$ cat config.mk
export PLATFORM = sky130hd
export DESIGN_NAME = airlock_arbiter
export DESIGN_NICKNAME = d
export VERILOG_FILES = /design/src/rtl/airlock_pkg.sv /design/src/rtl/phase_timer.sv /design/src/rtl/airlock_arbiter.sv
export SDC_FILE = /design/constraint.sdc
export NUM_CORES = 1
export LEC_CHECK = 0
export ABC_CLOCK_PERIOD_IN_PS = 3400
export BUFFER_PORTS_ARGS = -buffer_cell sky130_fd_sc_hd__clkbuf_2
export CAP_MARGIN = 20
export CORE_UTILIZATION = 56
export CTS_CLUSTER_SIZE = 12
export DETAILED_ROUTE_END_ITERATION = 7
export GPL_ROUTABILITY_DRIVEN = 0
export PLACE_DENSITY_LB_ADDON = 0.15
export SYNTH_ARGS = -nofsm -noshare
export SYNTH_HDL_FRONTEND = slang
export SYNTH_SLANG_ARGS = --single-unit
export TNS_END_PERCENT = 10
$ cat constraint.sdc
create_clock -name clock -period 3.4 [get_ports clock]
set_input_delay 0.85 -clock clock [delete_from_list [all_inputs] [get_ports clock]]
set_output_delay 0.85 -clock clock [all_outputs]
set_load 0.05 [all_outputs]
$ cat src/rtl/airlock_pkg.sv
// Shared types and defaults for the airlock chamber arbiter: FSM states,
// requester identities and the pump-phase durations.
package airlock_pkg;

    typedef enum logic [2:0] {
        S_IDLE     = 3'd0,
        S_EVAC     = 3'd1,
        S_PRESS    = 3'd2,
        S_OPEN_OUT = 3'd3,
        S_WAIT_OUT = 3'd4,
        S_OPEN_IN  = 3'd5,
        S_WAIT_IN  = 3'd6
    } state_e;

    typedef enum logic {
        ARRIVE = 1'b0,
        DEPART = 1'b1
    } requester_e;

    localparam int DEFAULT_FILL_SECS  = 7;
    localparam int DEFAULT_DRAIN_SECS = 8;
    localparam int DEFAULT_CNT_W      = 4;

    // A lone requester wins; on a tie the side not served last time wins.
    function automatic requester_e pick_winner(input logic       arrive,
                                               input logic       depart,
                                               input requester_e last);
        if (arrive && !depart) begin
            return ARRIVE;
        end
        if (depart && !arrive) begin
            return DEPART;
        end
        return (last == DEPART) ? ARRIVE : DEPART;
    endfunction

endpackage

$ cat src/rtl/phase_timer.sv
// Seconds counter for one pump phase: cleared on phase entry, advanced by the
// once-per-second tick while enabled, flags the tick that completes the phase.
module phase_timer #(
    parameter int CNT_W = 4
) (
    input  logic             clock,
    input  logic             reset,
    input  logic             clear,
    input  logic             enable,
    input  logic             tick,
    input  logic [CNT_W-1:0] target,
    output logic [CNT_W-1:0] secs,
    output logic             done
);

    logic [CNT_W-1:0] secs_q;
    logic [CNT_W-1:0] secs_d;
    logic             count_en;

    assign count_en = enable & tick;
    assign done     = count_en & (secs_q == target - CNT_W'(1));

    // The completing tick leaves secs at target-1 so it reads 0..target-1.
    always_comb begin
        secs_d = secs_q;
        if (clear) begin
            secs_d = '0;
        end else if (count_en && !done && (secs_q != {CNT_W{1'b1}})) begin
            secs_d = secs_q + CNT_W'(1);
        end
    end

    always_ff @(posedge clock or negedge reset) begin
        if (!reset) begin
            secs_q <= '0;
        end else begin
            secs_q <= secs_d;
        end
    end

    assign secs = secs_q;

endmodule

$ cat src/rtl/airlock_arbiter.sv
// Grants the shared airlock chamber to the arrival or departure sequence and
// steps it through pump and door phases while enforcing the door/pump interlocks.
module airlock_arbiter
    import airlock_pkg::*;
#(
    parameter int FILL_SECS  = DEFAULT_FILL_SECS,
    parameter int DRAIN_SECS = DEFAULT_DRAIN_SECS,
    parameter int CNT_W      = DEFAULT_CNT_W
) (
    input  logic             clock,
    input  logic             reset,
    input  logic             tick,
    input  logic             arrive_req,
    input  logic             depart_req,
    input  logic             outer_closed,
    input  logic             inner_closed,
    output logic             arrive_grant,
    output logic             depart_grant,
    output logic             outer_open_en,
    output logic             inner_open_en,
    output logic             pressurizing,
    output logic             evacuating,
    output logic             pumps_held,
    output logic             chamber_press,
    output logic [CNT_W-1:0] secs,
    output logic [2:0]       state
);

    state_e     state_q, state_d;
    requester_e owner_q, owner_d;
    requester_e last_q, last_d;
    logic       press_q, press_d;

    logic arrive_grant_q, arrive_grant_d;
    logic depart_grant_q, depart_grant_d;
    logic outer_open_en_q, outer_open_en_d;
    logic inner_open_en_q, inner_open_en_d;
    logic pressurizing_q, pressurizing_d;
    logic evacuating_q, evacuating_d;
    logic pumps_held_q, pumps_held_d;

    logic             doors_closed;
    logic             in_pump;
    logic             any_req;
    requester_e       winner;
    logic             stall;
    logic             timer_clear;
    logic             timer_en;
    logic             phase_done;
    logic [CNT_W-1:0] phase_target;
    logic [CNT_W-1:0] timer_secs;

    assign doors_closed = outer_closed & inner_closed;
    assign in_pump      = (state_q == S_EVAC) || (state_q == S_PRESS);
    assign any_req      = arrive_req | depart_req;
    assign winner       = pick_winner(arrive_req, depart_req, last_q);
    assign timer_en     = in_pump & doors_closed;
    assign phase_target = (state_q == S_PRESS) ? CNT_W'(FILL_SECS) : CNT_W'(DRAIN_SECS);
    assign timer_clear  = ((state_d == S_EVAC) || (state_d == S_PRESS)) && (state_d != state_q);

    phase_timer #(
        .CNT_W (CNT_W)
    ) u_phase_timer (
        .clock  (clock),
        .reset  (reset),
        .clear  (timer_clear),
        .enable (timer_en),
        .tick   (tick),
        .target (phase_target),
        .secs   (timer_secs),
        .done   (phase_done)
    );

    always_comb begin
        state_d = state_q;
        owner_d = owner_q;
        last_d  = last_q;
        press_d = press_q;
        stall   = 1'b0;
        case (state_q)
            S_IDLE: begin
                if (any_req) begin
                    owner_d = winner;
                    // Skip the first pump phase when the chamber already matches.
                    if (winner == ARRIVE) begin
                        if (press_q) begin
                            state_d = S_EVAC;
                        end else if (inner_closed) begin
                            state_d = S_OPEN_OUT;
                        end else begin
                            stall = 1'b1;
                        end
                    end else begin
                        if (!press_q) begin
                            state_d = S_PRESS;
                        end else if (outer_closed) begin
                            state_d = S_OPEN_IN;
                        end else begin
                            stall = 1'b1;
                        end
                    end
                end
            end
            S_EVAC: begin
                if (phase_done) begin
                    press_d = 1'b0;
                    state_d = S_OPEN_OUT;
                end
            end
            S_PRESS: begin
                if (phase_done) begin
                    press_d = 1'b1;
                    state_d = S_OPEN_IN;
                end
            end
            S_OPEN_OUT: begin
                if (!outer_closed) begin
                    state_d = S_WAIT_OUT;
                end
            end
            S_WAIT_OUT: begin
                if (outer_closed) begin
                    if (owner_q == ARRIVE) begin
                        state_d = S_PRESS;
                    end else begin
                        state_d = S_IDLE;
                        last_d  = owner_q;
                    end
                end
            end
            S_OPEN_IN: begin
                if (!inner_closed) begin
                    state_d = S_WAIT_IN;
                end
            end
            S_WAIT_IN: begin
                if (inner_closed) begin
                    if (owner_q == ARRIVE) begin
                        state_d = S_IDLE;
                        last_d  = owner_q;
                    end else begin
                        state_d = S_EVAC;
                    end
                end
            end
            default: begin
                state_d = S_IDLE;
            end
        endcase
    end

    // Outputs decode the current state, so they follow a state entry by one cycle.
    always_comb begin
        arrive_grant_d  = (state_q != S_IDLE) && (owner_q == ARRIVE);
        depart_grant_d  = (state_q != S_IDLE) && (owner_q == DEPART);
        outer_open_en_d = (state_q == S_OPEN_OUT) || (state_q == S_WAIT_OUT);
        inner_open_en_d = (state_q == S_OPEN_IN) || (state_q == S_WAIT_IN);
        evacuating_d    = (state_q == S_EVAC);
        pressurizing_d  = (state_q == S_PRESS);
        pumps_held_d    = (in_pump && !doors_closed) || stall;
    end

    always_ff @(posedge clock or negedge reset) begin
        if (!reset) begin
            state_q         <= S_IDLE;
            owner_q         <= ARRIVE;
            last_q          <= DEPART;
            press_q         <= 1'b1;
            arrive_grant_q  <= 1'b0;
            depart_grant_q  <= 1'b0;
            outer_open_en_q <= 1'b0;
            inner_open_en_q <= 1'b0;
            pressurizing_q  <= 1'b0;
            evacuating_q    <= 1'b0;
            pumps_held_q    <= 1'b0;
        end else begin
            state_q         <= state_d;
            owner_q         <= owner_d;
            last_q          <= last_d;
            press_q         <= press_d;
            arrive_grant_q  <= arrive_grant_d;
            depart_grant_q  <= depart_grant_d;
            outer_open_en_q <= outer_open_en_d;
            inner_open_en_q <= inner_open_en_d;
            pressurizing_q  <= pressurizing_d;
            evacuating_q    <= evacuating_d;
            pumps_held_q    <= pumps_held_d;
        end
    end

    assign arrive_grant  = arrive_grant_q;
    assign depart_grant  = depart_grant_q;
    assign outer_open_en = outer_open_en_q;
    assign inner_open_en = inner_open_en_q;
    assign pressurizing  = pressurizing_q;
    assign evacuating    = evacuating_q;
    assign pumps_held    = pumps_held_q;
    assign chamber_press = press_q;
    assign secs          = timer_secs;
    assign state         = state_q;

endmodule
==> impl_metrics.csv <==
group,metric,value,unit
outcome,status,"complete, no violations",
place,place_inst,144,
die,die_w,44.5,um
routing,drc,0,
die,dieArea,1980,um^2
sta,fin_worst_skew,0.00306,ns
finish,n_antenna_cell,0,
power,ir_worst_vdd,0.000545,V
clock_network,cts_sinks,17,
finish,drive_gt1_share,26.6,%
logic_synthesis,synth_top_area_share,37.2,%
worst_setup_path,cp-end-kind,"output pin",
logic_synthesis,yosysMostFrequentCell,"dfrtp_1",
logic_synthesis,ys_types,43,
sta,clock.fmax,456,MHz
logic_synthesis,synth_cells,103,
routing,routed_wl,2120,um
sta,period_needed,2.19,ns
global_route,grt_antenna_before_repair,0,
hold_path,holdCritPathClass,"primary input to async pin",
routing,postRouteAntennaNets,0,
worst_setup_path,worstReg2RegEnd,"u_phase_timer.secs[2]",
logic_synthesis,synthFlopType,"dfrtp_1",
logic_synthesis,yosysSeqAreaShare,42.4,%
sta,slew_headroom,65.4,%
finish,layout.cells.non_filler,148,
sta,tightest_slew,0.519,ns
finish,nets,133,
clock_network,root_buffer,"clkbuf_4",
logic_synthesis,synth_edf_count,0,
logic_synthesis,synth_commonest_cells,"dfrtp_1, nor2_1, nand2_1, nor2b_1",
worst_setup_path,r2r_start,"state[1]",
place,place_area,1110,um^2
clock_network,insertion_delay,0.29,ns
sta,grt_setup_unrepaired,"false",
clock_network,clk_path_buf_depth,2,
global_route,grt_overflow,0,
global_route,grt_max_degree,18,
worst_setup_path,path_buf_inv,1,
logic_synthesis,yosysTopAreaCell,"dfrtp_1",
clock_network,holdBufCountCts,0,
logic_synthesis,ys_ff_latch,17,
routing,dr.pass1.iters,4,
logic_synthesis,yosys-top-cells-area,"dfrtp_1, dfstp_2, nor2b_1",
global_route,grt_pass1_wl,3350,um
sta,timing.final.crit_share,64.5,%
clock_network,cts_buffers,3,
clock_network,htreeDepth,1,
worst_setup_path,critical_path_class,"flip-flop to output pin",
worst_setup_path,critical_path.slowest_cell,"dfrtp_1",
routing,vias,896,
global_route,grt_pass1_vias,733,
sta,finalHoldViolCount,0,
clock_network,post_cts_buffers,0,
routing,wl_per_cell,14.3,um
worst_setup_path,regToRegSetupSlack,1.29,ns
die,rows,14,
worst_setup_path,worst_ep_arrival_time,1.34,ns
job,maxCapViolations,0,
clock_network,cts.repair.resized,0,
die,start_util,63.3,%
sta,drv_slew,0,
finish,syn2layout_area_growth,12.6,%
worst_setup_path,required,2.55,ns
power,power.leakage,0.000536,uW
routing,via_per_inst,6.05,
worst_setup_path,crit_fanout,16,
clock_network,clk_pin_slew,0.11,ns
finish,final_cell_area,1140,um^2
power,p_per_area,969,nW/um^2
worst_setup_path,crit_family,"flip-flops",
finish,final-seq-area,428,um^2
die,die_h,44.5,um
sta,finalSetupTns,0,ns
global_route,grt_usage,23.4,%
finish,multi_input_area,543,um^2
die,coreArea,1590,um^2
worst_setup_path,crit_chain,"clkbuf_2",
logic_synthesis,synth-async-reset-ratio,100,%
die,num_io_pins,22,
logic_synthesis,netlist_area,1010,um^2
sta,setup_viol,0,
place,dp_hpwl,1470,um
logic_synthesis,avgSynthCellArea,9.80,um^2
logic_synthesis,synth_warnings,0,
logic_synthesis,syn_nets,111,
place,portBuffers,21,
worst_setup_path,r2r_cells,6,
worst_setup_path,max_stage_delay,0.68,ns
clock_network,tritoncts,"built",
worst_setup_path,start_kind,"flip-flop",
finish,num-fill-cells,128,
routing,first_iter_violations,38,
-- placed cells by master, fill, tap and decap left out, types with 2 or more instances in the layout --
| cell | count |
|---|---|
| clkbuf_2 | 21 |
| nor3_2 | 2 |
| a22o_1 | 3 |
| o21ai_0 | 3 |
| nand3_1 | 2 |
| a31oi_1 | 2 |
| mux2i_1 | 2 |
| clkbuf_4 | 3 |
| and4b_1 | 3 |
| a21oi_1 | 5 |
| nand2b_1 | 5 |
| xor2_1 | 2 |
| nand3b_1 | 3 |
| dfrtp_1 | 15 |
| nor2b_1 | 7 |
| dfstp_2 | 2 |
| nor2_1 | 8 |
| nor3_1 | 2 |
| nand4_1 | 3 |
| nand2_1 | 7 |
| and2_1 | 2 |
-- worst max-delay path by stage --
stage / from / endpoint / slack, ns / cells past startpoint
CTS: state[1] / state[1] / 1.22 / 1
floorplan: outer_closed / u_phase_timer.secs[2] / 1.14 / 7
detailed placement: outer_closed / u_phase_timer.secs[2] / 1.02 / 7
global route: state[1] / state[1] / 1.13 / 1
global placement: outer_closed / u_phase_timer.secs[2] / 1.05 / 7
finish: state[1] / state[1] / 1.21 / 1
-- registers in the layout (all words and copies together), names as in the netlist --
signal and flops:
evacuating 1, u_phase_timer.secs 4, pumps_held 1, arrive_grant 1, depart_grant 1, pressurizing 1, last_q 1, inner_open_en 1
chamber_press 1, owner_q 1, state 3, outer_open_en 1
-- cell type report --
class	count	share of cell area [%]
multi-input cells	81	47.7
flip-flops and latches	17	37.6
repair buffers	21	9.24
well taps	24	2.64
clock buffers	3	1.98
clock inverters	1	0.440
inverters	1	0.330
-- metal layers --
layer | track usage (%) | vias to the layer above | part of all wire (%)
met3 | 5.71 | 5 | 8.3
met2 | 35.6 | 39 | 46
met5 | 0 | - | 0
li1 | - | 420 | -
met1 | 31.6 | 432 | 45
met4 | 10.3 | 0 | 1.2
-- metrics by stage --
stage / util (%) / setup WS [ns] / hold slack [ns] / power, uW
final: 71.4 / 1.21 / 0.465 / 1100
after global routing: 71.4 / 1.13 / 0.505 / 1170
after CTS: 71.4 / 1.22 / 0.470 / 1100
after detailed placement: 69.6 / 1.02 / 0.507 / 986
after global placement: 69.6 / 1.05 / 0.508 / 974
after floorplan: - / 1.14 / 0.478 / 869
-- power by group --
group / total (uW) / internal (uW) / switching, uW
sequential: 384 / 278 / 106
combinational: 608 / 195 / 412
clock: 111 / 43.7 / 67.6
-- logic make-up (layout without fill, tap and decap cells) --
kind of cell | Yosys count | in the layout | share of synthesized area [%]
and+or+nand+nor | 51 | 51 | 31.4
AOI/OAI and AO/OA | 24 | 24 | 16.6
DFF | 17 | 17 | 42.4
buffers and inverters | 5 | 26 | 3.84
xor gates and xnor gates | 3 | 3 | 2.60
muxes | 2 | 2 | 1.98
adders and majority gates | 1 | 1 | 1.24
Note: power is estimated with default switching activity, not from simulation.
